$ cat src/rtl/imem_prefetch_queue.sv
// -----------------------------------------------------------------------------
// imem_prefetch_queue
//   Instruction-fetch front end sitting directly upstream of the core's IF stage.
//   Issues sequential word reads to a synchronous instruction memory with a fixed
//   one-cycle read latency. Returned {pc, instr} pairs are buffered in a
//   DEPTH-entry FIFO and handed to the core over a valid/ready handshake.
//   A redirect flushes everything in flight and restarts fetch at redirect_pc.
//
// Ports
//   clk          rising-edge clock
//   rst_n        synchronous active-low reset
//   redirect     flush queue and restart fetch at redirect_pc
//   redirect_pc  new fetch address, low two bits ignored
//   imem_req     read request to instruction memory this cycle
//   imem_addr    word-aligned read address (meaningful when imem_req)
//   imem_rdata   read data, valid the cycle after imem_req
//   instr_valid  head entry valid
//   instr_ready  core accepts the head entry
//   instrF       head instruction, NOP when empty
//   pcF          head PC, zero when empty
//   count        current FIFO occupancy
// -----------------------------------------------------------------------------
module imem_prefetch_queue #(
   parameter int              XLEN     = 32,
   parameter int              DEPTH    = 4,
   parameter logic [XLEN-1:0] RESET_PC = '0
) (
   input  logic                       clk,
   input  logic                       rst_n,
   input  logic                       redirect,
   input  logic [XLEN-1:0]            redirect_pc,
   output logic                       imem_req,
   output logic [XLEN-1:0]            imem_addr,
   input  logic [XLEN-1:0]            imem_rdata,
   output logic                       instr_valid,
   input  logic                       instr_ready,
   output logic [XLEN-1:0]            instrF,
   output logic [XLEN-1:0]            pcF,
   output logic [$clog2(DEPTH):0]     count
);

   localparam int              PW        = $clog2(DEPTH);
   localparam int              CW        = PW + 1;
   localparam logic [XLEN-1:0] INSTR_NOP = XLEN'(32'h0000_0013);

   logic [XLEN-1:0] fetchPc;
   logic [XLEN-1:0] inflightPc;
   logic            inflightQ;
   logic [PW-1:0]   wrPtr;
   logic [PW-1:0]   rdPtr;
   logic [CW-1:0]   cntQ;

   logic [XLEN-1:0] pcMem    [DEPTH];
   logic [XLEN-1:0] instrMem [DEPTH];

   logic            issue;
   logic            push;
   logic            pop;
   logic            notEmpty;
   logic [CW:0]     credit;

   // Occupancy plus the outstanding read; one extra bit since it can reach DEPTH+1
   // in principle. A pop in the same cycle is deliberately not credited back.
   assign credit   = {1'b0, cntQ} + (CW+1)'(inflightQ);
   assign notEmpty = (cntQ != '0);

   assign issue    = rst_n & ~redirect & (credit < (CW+1)'(DEPTH));
   assign push     = rst_n & ~redirect & inflightQ;
   assign pop      = instr_valid & instr_ready & ~redirect;

   assign imem_req    = issue;
   assign imem_addr   = fetchPc;
   assign instr_valid = rst_n & notEmpty;
   assign instrF      = instr_valid ? instrMem[rdPtr] : INSTR_NOP;
   assign pcF         = instr_valid ? pcMem[rdPtr]    : '0;
   assign count       = cntQ;

   // NOTE: all sequential state uses non-blocking assignments so every register
   // samples pre-edge values regardless of statement order.
   always_ff @(posedge clk) begin
      if (!rst_n) begin
         fetchPc    <= RESET_PC;
         inflightQ  <= 1'b0;
         inflightPc <= '0;
         wrPtr      <= '0;
         rdPtr      <= '0;
         cntQ       <= '0;
      end else if (redirect) begin
         // Redirect wins over issue, push and pop; the response landing this
         // cycle belongs to the old path and is simply dropped.
         fetchPc   <= redirect_pc & ~XLEN'(3);
         inflightQ <= 1'b0;
         wrPtr     <= '0;
         rdPtr     <= '0;
         cntQ      <= '0;
      end else begin
         inflightQ <= issue;
         if (issue) begin
            inflightPc <= fetchPc;
            fetchPc    <= fetchPc + XLEN'(4);
         end
         if (push) wrPtr <= wrPtr + PW'(1);
         if (pop)  rdPtr <= rdPtr + PW'(1);
         case ({push, pop})
            2'b10:   cntQ <= cntQ + CW'(1);
            2'b01:   cntQ <= cntQ - CW'(1);
            default: cntQ <= cntQ;
         endcase
      end
   end

   // NOTE: the FIFO storage has no reset; an entry is only ever read after it
   // has been written, and count/pointers are what reset clears.
   always_ff @(posedge clk) begin
      if (push) begin
         pcMem[wrPtr]    <= inflightPc;
         instrMem[wrPtr] <= imem_rdata;
      end
   end

endmodule

$ cat config.mk
export PLATFORM = sky130hd
export DESIGN_NAME = imem_prefetch_queue
export DESIGN_NICKNAME = d
export VERILOG_FILES = /design/src/rtl/imem_prefetch_queue.sv
export SDC_FILE = /design/constraint.sdc
export NUM_CORES = 1
export LEC_CHECK = 0
export BUFFER_PORTS_ARGS = -buffer_cell sky130_fd_sc_hd__clkbuf_2
export CAP_MARGIN = 20
export CORE_ASPECT_RATIO = 1.1
export CORE_MARGIN = 8
export CORE_UTILIZATION = 31
export CTS_CLUSTER_DIAMETER = 150
export DETAILED_ROUTE_END_ITERATION = 16
export PLACE_DENSITY_LB_ADDON = 0.3
export SETUP_SLACK_MARGIN = 0.4
export SYNTH_ARGS = -nofsm -noshare
export SYNTH_HDL_FRONTEND = slang
export SYNTH_SLANG_ARGS = --single-unit
$ cat constraint.sdc
create_clock -name clk -period 3.8 [get_ports clk]
set_input_delay 0.57 -clock clk [delete_from_list [all_inputs] [get_ports clk]]
set_output_delay 0.57 -clock clk [all_outputs]
set_load 0.02 [all_outputs]
# Word level (Yosys, flattened, before mapping)
# Memory sizes are Yosys's and may differ from the RTL's. A register that Yosys moved wholly into a read port is not among the register bits.
# Index checks and enable logic that the tools add are counted.
[word_totals]
ff_bits = 72
latch_bits = 0
ram_bits = 256
mem_bits_ro = 0
elab_cells = 42
memories = 2
[op_classes]
n_addsub = 6
multipliers = 0
div_mod_pow = 0
order_cmp = 1
n_eq_ne = 2
shift = 0
mux = 11
n_bitwise = 8
reduce_logical = 5
[memory_table]
columns = ["memory", "depth", "width", "read_ports", "rd_clocked_by_memory_dff", "write_ports", "line_no", "source"]
rows = [
  ["instrMem", 4, 32, 1, 1, 1, "54", "logic [XLEN-1:0] instrMem [DEPTH];"],
  ["pcMem", 4, 32, 1, 1, 1, "53", "logic [XLEN-1:0] pcMem [DEPTH];"],
]
[ops]
columns = ["cell", "n"]
rows = [
  ["$mux W32", 4],
  ["$add A32 B3 Y32 const B", 1],
  ["$mux W2", 4],
  ["$and A1 B1 Y1", 6],
  ["$pmux W3 S2", 1],
  ["$add A2 B1 Y2 const B", 2],
  ["$add A3 B1 Y4", 1],
  ["$lt A4 B3 Y1 const B", 1],
  ["$reduce_bool A2 Y1", 2],
  ["$add A3 B1 Y3 const B", 1],
  ["$reduce_bool A3 Y1", 1],
  ["$sub A3 B1 Y3 const B", 1],
  ["$eq A2 B1 Y1 const B", 1],
  ["$eq A2 B2 Y1 const B", 1],
  ["$mux W1", 2],
  ["$not A1 Y1", 2],
  ["$reduce_and A2 Y1", 1],
  ["$reduce_or A2 Y1", 1],
]

# Depth between registers and ports, before layout
[logic_depth]
word_depth = 6
depth_mapped = 9
ltp_nobuf = 8

# Least setup slack after synthesis
# Ideal clock, no wire load.
[synth_timing]
path_kind = "input -> register"
from = "input rst_n"
to = "memory instrMem[0][0], enable pin"
setup_time_ns = 0.427
t_arrival_ns = 2.465
t_required_ns = 3.373
slack_ns = 0.908
stages = 3
n_path_buf = 1
cell_sequence = "nor2b_1 > clkbuf_1 > and3_1"
[synth_via]
elab_chain_cells = 4
[synth_lines]
columns = ["item", "line_no", "source"]
rows = [
  ["from (decl)", "29", "input logic rst_n,"],
  ["$and A1 B1 Y1 (2 in series)", "68", "assign push = rst_n & ~redirect & inflightQ;"],
  ["$mux W1", "115", "if (push) begin"],
  ["$mux W1 (not written as such)", "117", "instrMem[wrPtr] <= imem_rdata;"],
  ["to (decl)", "54", ""],
]
# Every way passes these cells.

==> flow_summary_export.csv <==
group,metric,value,unit
status,status,"finished, final reports clean",
floorplan,core-area,41100,µm²
yosys,synth_top_cells_by_count,"edfxtp_1 (248), nand2_1 (89), and3_1 (73)",
yosys,ys.flop_type,"edfxtp_1",
floorplan,die_w,210,µm
yosys,syn_area_per_cell,15.4,µm²
clocking,htreeDepth,2,
run,max_cap_violations,0,
route,wl_per_cell,19.8,µm
critical_path,endpoint_kind,"output pin",
timing,slew_violations,0,
grt,grt_pass1_wl,49300,µm
pwr,p_seq_share,52.3,%
placement,place.gp.congestion,0.824,
timing,hold_viol_final,0,
grt,overflow,0,
yosys,synth_top_area_share,57.9,%
floorplan,die_h,230,µm
pwr,power_density,476,nW/µm²
yosys,ys_seq_elements,318,
critical_path,critPathArrivalTime,2.54,ns
grt,grtUsageTotal,12.9,%
clocking,cts_tree,"done",
timing,rsz0062_at_grt,"false",
route,dr.pass1.iters,5,
pwr,power,7.34,mW
clocking,postCtsSetupBuffers,0,
clocking,clock_sinks,318,
clocking,clockBufferDepth,3,
pwr,comb_power_share,3.7,%
timing,finalCritPeriodShare,81.8,%
placement,port_buffers,162,
critical_path,crit_type,"flop to output pin",
pwr,swShare,21.3,%
yosys,yosys-top-cells-area,"edfxtp_1 (58%), dfxtp_1 (11%), mux4_2 (11%)",
timing,setup-violations-final,0,
clocking,ctsResizeCount,0,
critical_path,startpoint_type,"flop",
critical_path,cp_max_fo,23,
yosys,yosys_warnings,0,
grt,grt_pass1_vias,8318,
grt,grt_max_degree,50,
yosys,async_flop_share,0,%
yosys,seq_area_frac_synth,68.8,%
route,viasPerCell,4.96,
clocking,cts-root-buf,"clkbuf_16",
timing,clock_skew,0.0195,ns
timing,slew_headroom,47.1,%
route,route.antenna.remaining_nets,0,
route,drt-initial-drc-count,416,
route,routed-via-count,7832,
yosys,synth-edff-count,248,
pwr,vdd_drop_max,0.248,mV
yosys,synthCells,836,
clocking,clkLatencyLatePin,0.52,ns
critical_path,reg2reg_slack,1.33,ns
yosys,synth_top_area_cell,"edfxtp_1",
critical_path,worst_ep_required_time,3.23,ns
grt,antenna_found_initial,1,
floorplan,ios,169,
floorplan,dieArea,48300,µm²
timing,fmax,322,MHz
route,drt-total-wl,31300,µm
worst_hold_path,hp-class,"input pin to flop",
pwr,cellLeakagePower,5.57,nW
pwr,p_int,5.78,mW
pwr,switching_power,1.56,mW
final_layout,drive_above_1_share,30.8,%
clocking,clkTransAtPathRegs,0.06,ns
final_layout,fillers,3901,
timing,setup_tns,0,ns
floorplan,initial_core_util,31.3,%
timing,worstMarginPinSlew,0.794,ns
pwr,p_clk_share,44.0,%
route,drc_errors,0,
clocking,cts_hold_buf,0,
yosys,synth.most_common_cell,"edfxtp_1",
placement,hpwl,20300,µm
clocking,cts_made_buffers,35,
final_layout,area_growth,19.8,%
yosys,netlist_area,12900,µm²
yosys,yosys.cell_types.count,63,
floorplan,row_count,78,
final_layout,final_nets,1072,
timing,fin_crit,3.11,ns
## kinds of logic (layout without fill, tap and decap cells)
kind of cell	count (synthesis)	after routing	synth area share, %
buf+inv	75	254	2.77
mux	64	64	11.0
compound gates	107	107	5.27
xor+xnor	5	5	0.341
fa+ha+maj	7	7	0.739
other cells	1	5	0.0292
flops	318	318	68.8
simple gates	259	259	11.0
## flip-flops by register name (all words and copies together), names as in the netlist, named ones only
name / count
instrMem: 128
pcMem: 120
imem_addr: 30
inflightPc: 30
count: 3
rdPtr: 2
wrPtr: 2
inflightQ: 1
## metrics by stage
step	util [%]	hold slack, ns	setup slack [ns]	area [µm²]	std cells
after floorplan	-	0.460	0.908	12900	839
after global placement	34.9	0.481	1.06	14300	1520
after detailed placement	34.9	0.496	1.05	14300	1520
after CTS	37.5	0.239	0.557	15400	1578
after global routing	37.5	0.249	0.480	15400	1578
final	37.5	0.279	0.693	15400	1579
## final timing paths
check                              from                         end  cells after the start
max reg2reg       count[0]$_SDFFE_PP0P_       count[2]$_SDFFE_PP0P_                      8
min reg2reg  inflightPc[7]$_SDFFE_PN0P_  inflightPc[7]$_SDFFE_PN0P_                      2
min                       imem_rdata[1]    instrMem[2][1]$_DFFE_PP_                      1
max                                flop                  instrF[29]                      4
## layer usage
metal | track usage [%] | routed length (µm) | up-vias
li1 | - | - | 3616
met5 | 0 | 0 | -
met4 | 3.28 | 512 | 0
met3 | 3.14 | 1810 | 33
met2 | 21.0 | 14800 | 231
met1 | 17.1 | 14300 | 3952
## layout by cell type, fill, tap and decap left out, types with 3 or more instances in the layout
master / n
and3_4: 4
or2_2: 4
clkbuf_1: 11
and2_1: 4
clkbuf_2: 162
nand4_1: 15
buf_12: 5
clkinv_1: 3
nor2_1: 13
nand3_1: 15
a21oi_1: 45
buf_4: 16
o21ai_0: 11
mux4_2: 62
a31oi_1: 11
conb_1: 4
or3_1: 5
clkinvlp_4: 4
nand2_1: 89
clkbuf_16: 36
ha_1: 6
nor3_1: 3
o211ai_1: 8
o21a_1: 6
xor2_1: 3
dfxtp_1: 68
inv_1: 10
and4_1: 9
and3_1: 69
a311oi_1: 4
edfxtp_1: 248
or4_1: 9
a211oi_1: 3
## layout make-up
class	instances	area, µm²	share of cell area [%]
Timing Repair Buffer	183	1030	6.69
Clock inverter	10	129	0.836
Tap cell	560	701	4.55
Inverter	13	48.8	0.317
Antenna cell	1	2.50	0.0162
Sequential cell	318	8860	57.5
Clock buffer	48	956	6.20
Multi-Input combinational cell	446	3690	23.9
## worst max-delay path, stage by stage, from the launching register on
cell      delay, ns
dfxtp_4        0.67
buf_4          0.43
mux4_2         0.54
and3_1         0.20
clkbuf_2       0.15
## power by group through the flow
stage          clock [mW]  combinational [mW]  sequential [mW]
2_1_floorplan           0               0.133             3.92
3_3_place_gp            0               0.269             3.91
3_5_place_dp            0               0.273             3.91
4_1_cts              3.33               0.274             3.84
5_1_grt              3.46               0.299             3.85
6_report             3.23               0.271             3.84
(Power assumes the default switching activity.)
